===== config.mk =====
export PLATFORM = sky130hd
export DESIGN_NAME = icache_assoc_flat
export DESIGN_NICKNAME = d
export VERILOG_FILES = /design/src/rtl/icache_assoc_if.sv /design/src/rtl/icache_assoc.sv /design/src/flat_wrapper.sv
export SDC_FILE = /design/constraint.sdc
export NUM_CORES = 2
export LEC_CHECK = 0
export CORE_MARGIN = 10
export CORE_UTILIZATION = 56
export CTS_CLUSTER_DIAMETER = 50
export DETAILED_ROUTE_END_ITERATION = 7
export PLACE_DENSITY = 0.76
export SYNTH_ARGS = -nofsm -noshare
export SYNTH_HDL_FRONTEND = slang
export SYNTH_SLANG_ARGS = --single-unit

===== constraint.sdc =====
create_clock -name CLK -period 7.9 [get_ports CLK]
set_input_delay 1.58 -clock CLK [delete_from_list [all_inputs] [get_ports CLK]]
set_output_delay 1.58 -clock CLK [all_outputs]
set_load 0.01 [all_outputs]

===== src/rtl/icache_assoc_if.sv =====
// Fetch-side and memory-side signal bundle for icache_assoc.
// The slave modport is the cache. The master modport is the datapath and memory side that drives it.
interface icache_assoc_if;
    logic        halt;
    logic        imemREN;
    logic [31:0] imemaddr;
    logic        ihit;
    logic [31:0] imemload;
    logic        iREN;
    logic [31:0] iaddr;
    logic        iwait;
    logic [31:0] iload;

    modport master (
        output halt, imemREN, imemaddr, iwait, iload,
        input  ihit, imemload, iREN, iaddr
    );

    modport slave (
        input  halt, imemREN, imemaddr, iwait, iload,
        output ihit, imemload, iREN, iaddr
    );
endinterface


===== src/rtl/icache_assoc.sv =====
// Set-associative instruction cache with multi-word blocks and LRU replacement.
// On a miss, a refill FSM fetches the whole block one word at a time.
// The line is written only after its last word arrives.
module icache_assoc #(
    parameter int SETS  = 8,
    parameter int WAYS  = 2,
    parameter int WORDS = 2
) (
    input logic          CLK,
    input logic          nRST,
    icache_assoc_if.slave bus
);
    localparam int OFF_W = $clog2(WORDS);
    localparam int IDX_W = $clog2(SETS);
    localparam int TAG_W = 30 - OFF_W - IDX_W;
    localparam int K_W   = (WORDS > 1) ? OFF_W : 1;
    localparam int WAY_W = (WAYS > 1) ? $clog2(WAYS) : 1;

    localparam logic [0:0] IDLE   = 1'b0;
    localparam logic [0:0] REFILL = 1'b1;

    logic [0:0]       state;
    logic [K_W-1:0]   k;
    logic [TAG_W-1:0] miss_tag;
    logic [IDX_W-1:0] miss_idx;
    logic [31:0]      fill_buf [WORDS];

    logic             valid    [WAYS][SETS];
    logic [TAG_W-1:0] tag_mem  [WAYS][SETS];
    logic [31:0]      data_mem [WAYS][SETS][WORDS];

    logic [TAG_W-1:0] req_tag;
    logic [IDX_W-1:0] req_idx;
    logic [K_W-1:0]   req_off;
    logic [31:0]      refill_addr;

    logic             hit_any;
    logic [WAY_W-1:0] hit_way;
    logic [WAY_W-1:0] victim;
    logic [WAY_W-1:0] lru_way;
    logic             inv_found;

    logic lookup_en, hit_now, miss_now, capture, last_word, line_wr;

    assign req_tag = bus.imemaddr[31 -: TAG_W];
    assign req_idx = bus.imemaddr[2 + OFF_W +: IDX_W];

    generate
        if (WORDS > 1) begin : g_multi_word
            assign req_off     = bus.imemaddr[2 +: OFF_W];
            assign refill_addr = {miss_tag, miss_idx, k, 2'b00};
        end else begin : g_single_word
            assign req_off     = '0;
            assign refill_addr = {miss_tag, miss_idx, 2'b00};
        end
    endgenerate

    assign lookup_en = (state == IDLE) && !bus.halt && bus.imemREN;
    assign hit_now   = lookup_en && hit_any;
    assign miss_now  = lookup_en && !hit_any;
    assign capture   = (state == REFILL) && !bus.halt && !bus.iwait;
    assign last_word = (k == K_W'(WORDS - 1));
    assign line_wr   = capture && last_word;

    assign bus.ihit     = hit_now;
    assign bus.imemload = hit_now ? data_mem[hit_way][req_idx][req_off] : '0;
    assign bus.iREN     = (state == REFILL) && !bus.halt;
    assign bus.iaddr    = bus.iREN ? refill_addr : '0;

    // Tag lookup in the requested set; the first matching valid way wins
    always_comb begin
        hit_any = 1'b0;
        hit_way = '0;
        for (int unsigned w = 0; w < WAYS; w++) begin
            if (!hit_any && valid[w][req_idx] && (tag_mem[w][req_idx] == req_tag)) begin
                hit_any = 1'b1;
                hit_way = WAY_W'(w);
            end
        end
    end

    // Victim choice: the lowest invalid way; if none is invalid, the least recently used way
    always_comb begin
        inv_found = 1'b0;
        victim    = lru_way;
        for (int unsigned w = 0; w < WAYS; w++) begin
            if (!inv_found && !valid[w][miss_idx]) begin
                inv_found = 1'b1;
                victim    = WAY_W'(w);
            end
        end
    end

    // Refill FSM: state, fill counter, latched miss address, and valid bits
    always_ff @(posedge CLK or negedge nRST) begin
        if (!nRST) begin
            state    <= IDLE;
            k        <= '0;
            miss_tag <= '0;
            miss_idx <= '0;
            for (int unsigned w = 0; w < WAYS; w++)
                for (int unsigned s = 0; s < SETS; s++)
                    valid[w][s] <= 1'b0;
        end else begin
            case (state)
                IDLE: begin
                    if (miss_now) begin
                        miss_tag <= req_tag;
                        miss_idx <= req_idx;
                        k        <= '0;
                        state    <= REFILL;
                    end
                end
                default: begin
                    if (bus.halt) begin
                        state <= IDLE;
                    end else if (!bus.iwait) begin
                        k <= last_word ? '0 : k + 1'b1;
                        if (last_word) begin
                            valid[victim][miss_idx] <= 1'b1;
                            state                   <= IDLE;
                        end
                    end
                end
            endcase
        end
    end

    // Fill buffer capture and line write; the final word goes straight from iload into the line
    always_ff @(posedge CLK) begin
        if (capture)
            fill_buf[k] <= bus.iload;
        if (line_wr) begin
            tag_mem[victim][miss_idx] <= miss_tag;
            for (int unsigned j = 0; j < WORDS; j++)
                data_mem[victim][miss_idx][j] <= (j == WORDS - 1) ? bus.iload : fill_buf[j];
        end
    end

    generate
        if (WAYS > 1) begin : g_lru
            logic [WAY_W-1:0] age [WAYS][SETS];
            logic             upd_en;
            logic [WAY_W-1:0] upd_way;
            logic [IDX_W-1:0] upd_idx;

            assign upd_en  = hit_now || line_wr;
            assign upd_way = hit_now ? hit_way : victim;
            assign upd_idx = hit_now ? req_idx : miss_idx;

            // The oldest way in the missing set has age WAYS-1
            always_comb begin
                lru_way = '0;
                for (int unsigned w = 0; w < WAYS; w++)
                    if (age[w][miss_idx] == WAY_W'(WAYS - 1))
                        lru_way = WAY_W'(w);
            end

            // Age update: the touched way becomes 0, and every way younger than it ages by one
            always_ff @(posedge CLK or negedge nRST) begin
                if (!nRST) begin
                    for (int unsigned w = 0; w < WAYS; w++)
                        for (int unsigned s = 0; s < SETS; s++)
                            age[w][s] <= WAY_W'(w);
                end else if (upd_en) begin
                    for (int unsigned w = 0; w < WAYS; w++) begin
                        if (WAY_W'(w) == upd_way)
                            age[w][upd_idx] <= '0;
                        else if (age[w][upd_idx] < age[upd_way][upd_idx])
                            age[w][upd_idx] <= age[w][upd_idx] + 1'b1;
                    end
                end
            end
        end else begin : g_direct
            assign lru_way = '0;
        end
    endgenerate
endmodule

===== src/flat_wrapper.sv =====
// flat-port wrapper written by rule: the top's interface ports become plain ports
module icache_assoc_flat 
#(
    parameter int SETS  = 8,
    parameter int WAYS  = 2,
    parameter int WORDS = 2
)
  (CLK, nRST, bus_halt, bus_imemREN, bus_imemaddr, bus_iwait, bus_iload, bus_ihit, bus_imemload, bus_iREN, bus_iaddr);
  icache_assoc_if bus_i ();
  input logic CLK;
  input logic nRST;
  input wire logic [$bits(bus_i.halt)-1:0] bus_halt;
  input wire logic [$bits(bus_i.imemREN)-1:0] bus_imemREN;
  input wire logic [$bits(bus_i.imemaddr)-1:0] bus_imemaddr;
  input wire logic [$bits(bus_i.iwait)-1:0] bus_iwait;
  input wire logic [$bits(bus_i.iload)-1:0] bus_iload;
  output wire logic [$bits(bus_i.ihit)-1:0] bus_ihit;
  output wire logic [$bits(bus_i.imemload)-1:0] bus_imemload;
  output wire logic [$bits(bus_i.iREN)-1:0] bus_iREN;
  output wire logic [$bits(bus_i.iaddr)-1:0] bus_iaddr;
  assign bus_i.halt = bus_halt;
  assign bus_i.imemREN = bus_imemREN;
  assign bus_i.imemaddr = bus_imemaddr;
  assign bus_i.iwait = bus_iwait;
  assign bus_i.iload = bus_iload;
  assign bus_ihit = bus_i.ihit;
  assign bus_imemload = bus_i.imemload;
  assign bus_iREN = bus_i.iREN;
  assign bus_iaddr = bus_i.iaddr;
  icache_assoc #(.SETS(SETS), .WAYS(WAYS), .WORDS(WORDS)) u_core (.CLK(CLK), .nRST(nRST), .bus(bus_i));
endmodule

After elaboration in Yosys (flattened, before gate mapping) --
Memories as Yosys holds them, arrays and structs flattened. Cells that the tools add are included.
Storage, ports and cells: register bits after elaboration 63, output and inout bits 66, bits of input ports 69, word-level logic and storage cells 1205, memories kept 3, memory bits (writable) 1504
Memories:
- u_core.data_mem | depth 2, width 512, read ports 1, clocked after memory_dff 0, write ports 1, line icache_assoc.sv:30 | logic [31:0] data_mem [WAYS][SETS][WORDS];
- u_core.tag_mem | depth 2, width 208, read ports 2, clocked after memory_dff 0, write ports 1, line icache_assoc.sv:29 | logic [TAG_W-1:0] tag_mem [WAYS][SETS];
- u_core.fill_buf | depth 2, width 32, read ports 1, clocked after memory_dff 0, write ports 1, line icache_assoc.sv:26 | logic [31:0] fill_buf [WORDS];
Cells by class: bitwise gates (word level) 525, magnitude comparators 11, equality and inequality tests 5, add/sub/neg operators 3, reduce and logical (&&, ||, !) cells 27, multiplexer cells 595
Operators by type and width (count):
- 512-bit 2-to-1 mux | 2
- 1-bit 2-to-1 mux | 550
- 1-bit OR | 512
- 64-bit demux with 3-bit select | 2
- 208-bit 2-to-1 mux | 1
- 64-bit binary-select mux with 3-bit select | 1
- 32-bit 2-to-1 mux | 6
- 64-bit 2-to-1 mux | 3
- 26-bit binary-select mux with 3-bit select | 2
- 26-bit 2-to-1 mux | 5
- 26-bit demux with 3-bit select | 1
- 8-bit 2-to-1 mux | 8
- 26-bit equality test | 2
- 1-bit binary-select mux with 3-bit select | 8
- 8-bit AND | 2
- 8-bit bitwise mux | 2
- 16-bit OR | 1
- 1-bit logical AND | 14
- 4-bit greater-or-equal comparator, second input constant | 3
- 3-bit inverter with 4-bit output | 3
- 8-bit demux with 1-bit select | 1
- 4-bit by 1-bit < comparator with 1-bit output, second input constant | 2
- 8-bit inverter | 1
- 1-bit demux with 3-bit select | 2
- 14 further kinds | 32

Longest topological paths before layout --
word-level depth 23, depth in mapped cells 21, gate-level depth less buffers 12

Worst setup path before layout --
OpenSTA, ideal clock, no wires.
path kind in2reg, start point in bus_halt, end point reg u_core.valid[13] (netlist bit), arrival time 9179 ps, setup time 103 ps, data required time 7797 ps, stages on the path 7, path buffers 1, setup slack -1383 ps, path through nand2b_1 > inv_1 > nand2_1 > or3_1 > clkbuf_1 > nor3_1 > or2_2
Between the ends: word-level cells in the longest chain between the ends 2
RTL lines:
- start: declaration | line flat_wrapper.sv:12 | input wire logic [$bits(bus_i.halt)-1:0] bus_halt;
- 1-bit inverter (no line)
- 4-bit AND reduction (no line)
- end signal: indexed assignment | line icache_assoc.sv:103 | valid[w][s] <= 1'b0;
- end signal: indexed assignment | line icache_assoc.sv:120 | valid[victim][miss_idx] <= 1'b1;
- end: declaration | line icache_assoc.sv:28 | logic valid [WAYS][SETS];
No other way between the ends. A chain may end at the register's enable or synchronous reset.

Worst setup path in the final report --
start point in bus_imemaddr[3], end point out bus_imemload[2]
Between the ends: word-level cells in the longest chain between the ends 19, elaborated cells on any way between the ends 31, those cells by class 2 x eq/ne; 22 x mux; 1 x bitwise; 5 x reduce/logical; 1 x memory
RTL lines:
- start: declaration | line flat_wrapper.sv:14 | input wire logic [$bits(bus_i.imemaddr)-1:0] bus_imemaddr;
- 3-bit inverter with 4-bit output (not written as such) * | line icache_assoc.sv:66, icache_assoc.sv:75
- 26-bit binary-select mux with 3-bit select | line icache_assoc.sv:75 | if (!hit_any && valid[w][req_idx] && (tag_mem[w][req_idx] == req_tag)) begin
- 26-bit 2-to-1 mux (not written as such) (2 in series) | line icache_assoc.sv:75
- 26-bit equality test | line icache_assoc.sv:75
- 1-bit logical AND | line icache_assoc.sv:75
- 1-bit 2-to-1 mux | line icache_assoc.sv:75
- 1-bit zero test | line icache_assoc.sv:75
- 1-bit logical AND (2 in series) | line icache_assoc.sv:75
- 1-bit 2-to-1 mux | line icache_assoc.sv:75
- memory 2 x 512 bit
- 64-bit binary-select mux with 3-bit select | line icache_assoc.sv:66 | assign bus.imemload = hit_now ? data_mem[hit_way][req_idx][req_off] : '0;
- 64-bit 2-to-1 mux (not written as such) (2 in series) | line icache_assoc.sv:66
- 32-bit 2-to-1 mux (not written as such) (3 in series) | line icache_assoc.sv:66
- 32-bit 2-to-1 mux * | line icache_assoc.sv:66
- end: declaration | line flat_wrapper.sv:18 | output wire logic [$bits(bus_i.imemload)-1:0] bus_imemload;
Mark *: on every way between the ends. The rest lies on a longest branch, timed or not. The select of a mux whose other input is x is not followed.

==> impl_metrics.yaml <==
run_status:
  status: "completed"
setup_path:
  r2r_cells: 14
  path_max_fanout: 11
  reg2reg_to: "u_core.g_lru.age[1]"
  crit_type: "in -> out"
  cpPeakStageDelay_ns: 0.57
  r2r_start: "u_core.tag_mem[0][118]"
  end_kind: "output pin"
  path_common_cell: "buf_16"
  cp_slowest_cell: "or4_4"
  worstPathRequired_ns: 6.32
  critPathArrivalTime_ns: 6.27
  ff2ff_setup_slack_ns: 2.90
  path_cells: "buf_16 > buf_6 > buf_16 > mux2i_1 > a22o_1 > o21ai_1 > o311ai_0 > or4_1 > or4_4 > nor2b_4 > buf_12 > buf_16 > buf_12 > mux4_2 > mux4_2 > a22o_1 > dlygate4sd2_1"
  crit_path_start_kind: "input port"
cts:
  cts.htree.levels: 4
  clk_latency_ns: 0.79
  clock-sinks: 1535
  cts_tree: "yes"
  hold_buffers: 0
  cts_buffers: 155
  clockRootBuffer: "clkbuf_16"
  clk_path_buf_depth: 3
  clkTransAtPathRegs_ns: 0.06
final_layout:
  drive_above_1_share: 0.365
  insertedDiodeCount: 0
  mostFrequentLayoutCell: "edfxtp_1"
  final_cell_mix: "edfxtp_1 (1472), mux4_2 (375), mux2_2 (318)"
  final_cells: 4998
  syn_to_final_growth_pct: 16.3
  final_net_count: 3443
  stdcell_area_um2: 73600
sta:
  relSlewSlack: 0.164
  fmax_mhz: 127
  finalCriticalPeriod_ns: 7.85
  slew_violations: 0
  worstMarginPinSlew_ns: 1.25
  timing.final.hold_violations: 0
  setup_viol: 0
  finalClockSkew_ns: 0.0386
  fin_crit_sh: 0.993
floorplan:
  start_util: 0.563
  io_pins: 135
  chipWidth_um: 356
  die_h_um: 356
  rows: 123
  die_area_um2: 127000
  coreArea_um2: 112000
synthesis:
  yosys_warnings: 0
  synth_edf_count: 1472
  syn_area_per_cell_um2: 21.0
  synth_cell_types: 71
  synthArstFlopShare: 0.0410
  synth_cells: 3014
  ys_seq_area_frac: 0.724
  ys_ff_latch: 1535
  syn_area_um2: 63300
  synth-main-ff-cell: "edfxtp_1"
placed_design:
  place_congestion: 0.898
  place.port_buffers: 130
  dp_hpwl_um: 85200
  dp_cells: 4694
  placed_area_um2: 67800
global_routing:
  grt_max_degree: 77
  antenna_found_initial: 9
  grt_pass1_vias: 34000
  grt_pass1_wl_um: 229000
  grt_overflow: 0
  track_usage: 0.246
drt:
  drc_errors: 0
  dr.pass1.iters: 6
  vias: 33100
  drtIter0Drc: 4470
  routed_wl_um: 157000
  ant_nets: 0
  wl_per_cell_um: 31.5
  viasPerCell: 6.62
power_and_ir_drop:
  power_leakage_nw: 24.0
  p_per_area_nw_per_um2: 238
  irDropWorstVdd_mv: 0.222
flow_run:
  maxCapViolCount: 0
min_path:
  hold_path.class: "reg -> reg"
  worstHoldStart: "u_core.valid[6]"
  holdPathEnd: "u_core.valid[6]"
  min_path_cells: 1
[layout make-up]
type / count / area (um2)
repair buffers: 374 / 3940
inverters: 7 / 26.3
multi-input cells: 1301 / 16900
clock inverters: 88 / 968
well taps: 1500 / 1880
flip-flops and latches: 1535 / 45800
fillers: 7017 / 38800
clock buffers: 193 / 4100
[sequential cells by signal (all words and copies together), names as in the netlist]
name / flops
u_core.miss_tag: 26
u_core.state: 1
u_core.valid: 16
u_core.tag_mem: 416
u_core.data_mem: 1024
u_core.miss_idx: 3
u_core.fill_buf: 32
u_core.g_lru.age: 16
u_core.k: 1
[metal layers]
metal | track usage | vias to the layer above | share of wire
li1 | - | 13400 | -
met1 | 0.335 | 17400 | 0.38
met2 | 0.398 | 2001 | 0.49
met3 | 0.0501 | 287 | 0.10
met4 | 0.0818 | 10 | 0.028
met5 | 0 | - | 0.00047
[how the worst max path moves through the flow]
stage	slack, ns	cells past startpoint	startpoint	to
floorplan	-1.38	7	bus_halt	u_core.valid[13]
global placement	-0.32	16	bus_imemaddr[3]	bus_imemload[15]
finish	0.05	17	bus_imemaddr[3]	bus_imemload[2]
global route	-0.02	18	bus_imemaddr[4]	bus_imemload[14]
CTS	0.007	15	bus_imemaddr[3]	bus_imemload[1]
detailed placement	-0.36	16	bus_imemaddr[3]	bus_imemload[15]
[stage by stage]
stage | setup TNS [ns] | setup slack, ns | utilization | hold slack, ns | power, mW
after detailed placement | -9.06 | -0.365 | 0.603 | 0.480 | 10.4
final | 0 | 0.0541 | 0.655 | 0.496 | 17.5
after CTS | 0 | 0.00654 | 0.651 | 0.494 | 17.6
after floorplan | -471.57 | -1.38 | - | 0.450 | 9.97
after global routing | -0.0440 | -0.0218 | 0.655 | 0.509 | 18.0
after global placement | -7.53 | -0.320 | 0.603 | 0.464 | 10.4
[timing repair]
item                       in CTS  in global routing
setup endpoints to repair      31                 32
resized for setup              66                 56
pin swaps                       4                  9
cloned                          6                  4
buffers inserted                3                 10
[worst max-delay path: cells and delay by family]
| family | cells | cell delay (ns) |
|---|---|---|
| and+or+nand+nor | 3 | 1.30 |
| buffers and inverters | 7 | 1.29 |
| muxes | 3 | 1.11 |
| AOI/OAI and AO/OA | 4 | 0.94 |
[Yosys cell counts, drive strengths merged, types with 5 or more instances]
cell / count / area (um2)
a21o: 7 / 52.6
mux4: 377 / 8510
nor4: 14 / 87.6
dfstp: 8 / 210
nor2: 46 / 173
mux2i: 106 / 1060
nand2b: 8 / 50.1
o22ai: 22 / 138
a22o: 44 / 385
a211oi: 12 / 90.1
mux2: 320 / 3610
o41ai: 13 / 166
a21oi: 5 / 25.0
clkbuf: 91 / 342
xnor2: 17 / 149
dfrtp: 55 / 1380
or2: 18 / 113
nand2: 40 / 150
inv: 7 / 26.3
nor2b: 17 / 106
o21ai: 33 / 165
nor3: 26 / 130
and2: 35 / 219
xor2: 10 / 87.6
edfxtp: 1472 / 44200
nand4: 13 / 81.3
o21a: 10 / 75.1
or3: 8 / 50.1
buf: 80 / 631
a22oi: 24 / 180
nand3: 11 / 60.1
[cell families (layout without fill, tap and decap cells)]
logic type                Yosys count  count (layout)  synth area share
and+or+nand+nor                   261             261            0.0226
muxes                             803             803             0.208
buffers and inverters             179             662            0.0159
DFF                              1535            1535             0.724
AOI/OAI and AO/OA                 208             208            0.0255
xor gates and xnor gates           27              27           0.00374
other                               1               2         0.0000593
[power breakdown]
group / total (mW) / internal (mW) / switching, mW
sequential: 9.33 / 9.10 / 0.222
combinational: 0.965 / 0.443 / 0.522
clock: 7.26 / 4.13 / 3.13
total: 17.5 / 13.7 / 3.87
Power figures use the tool's default switching activity.
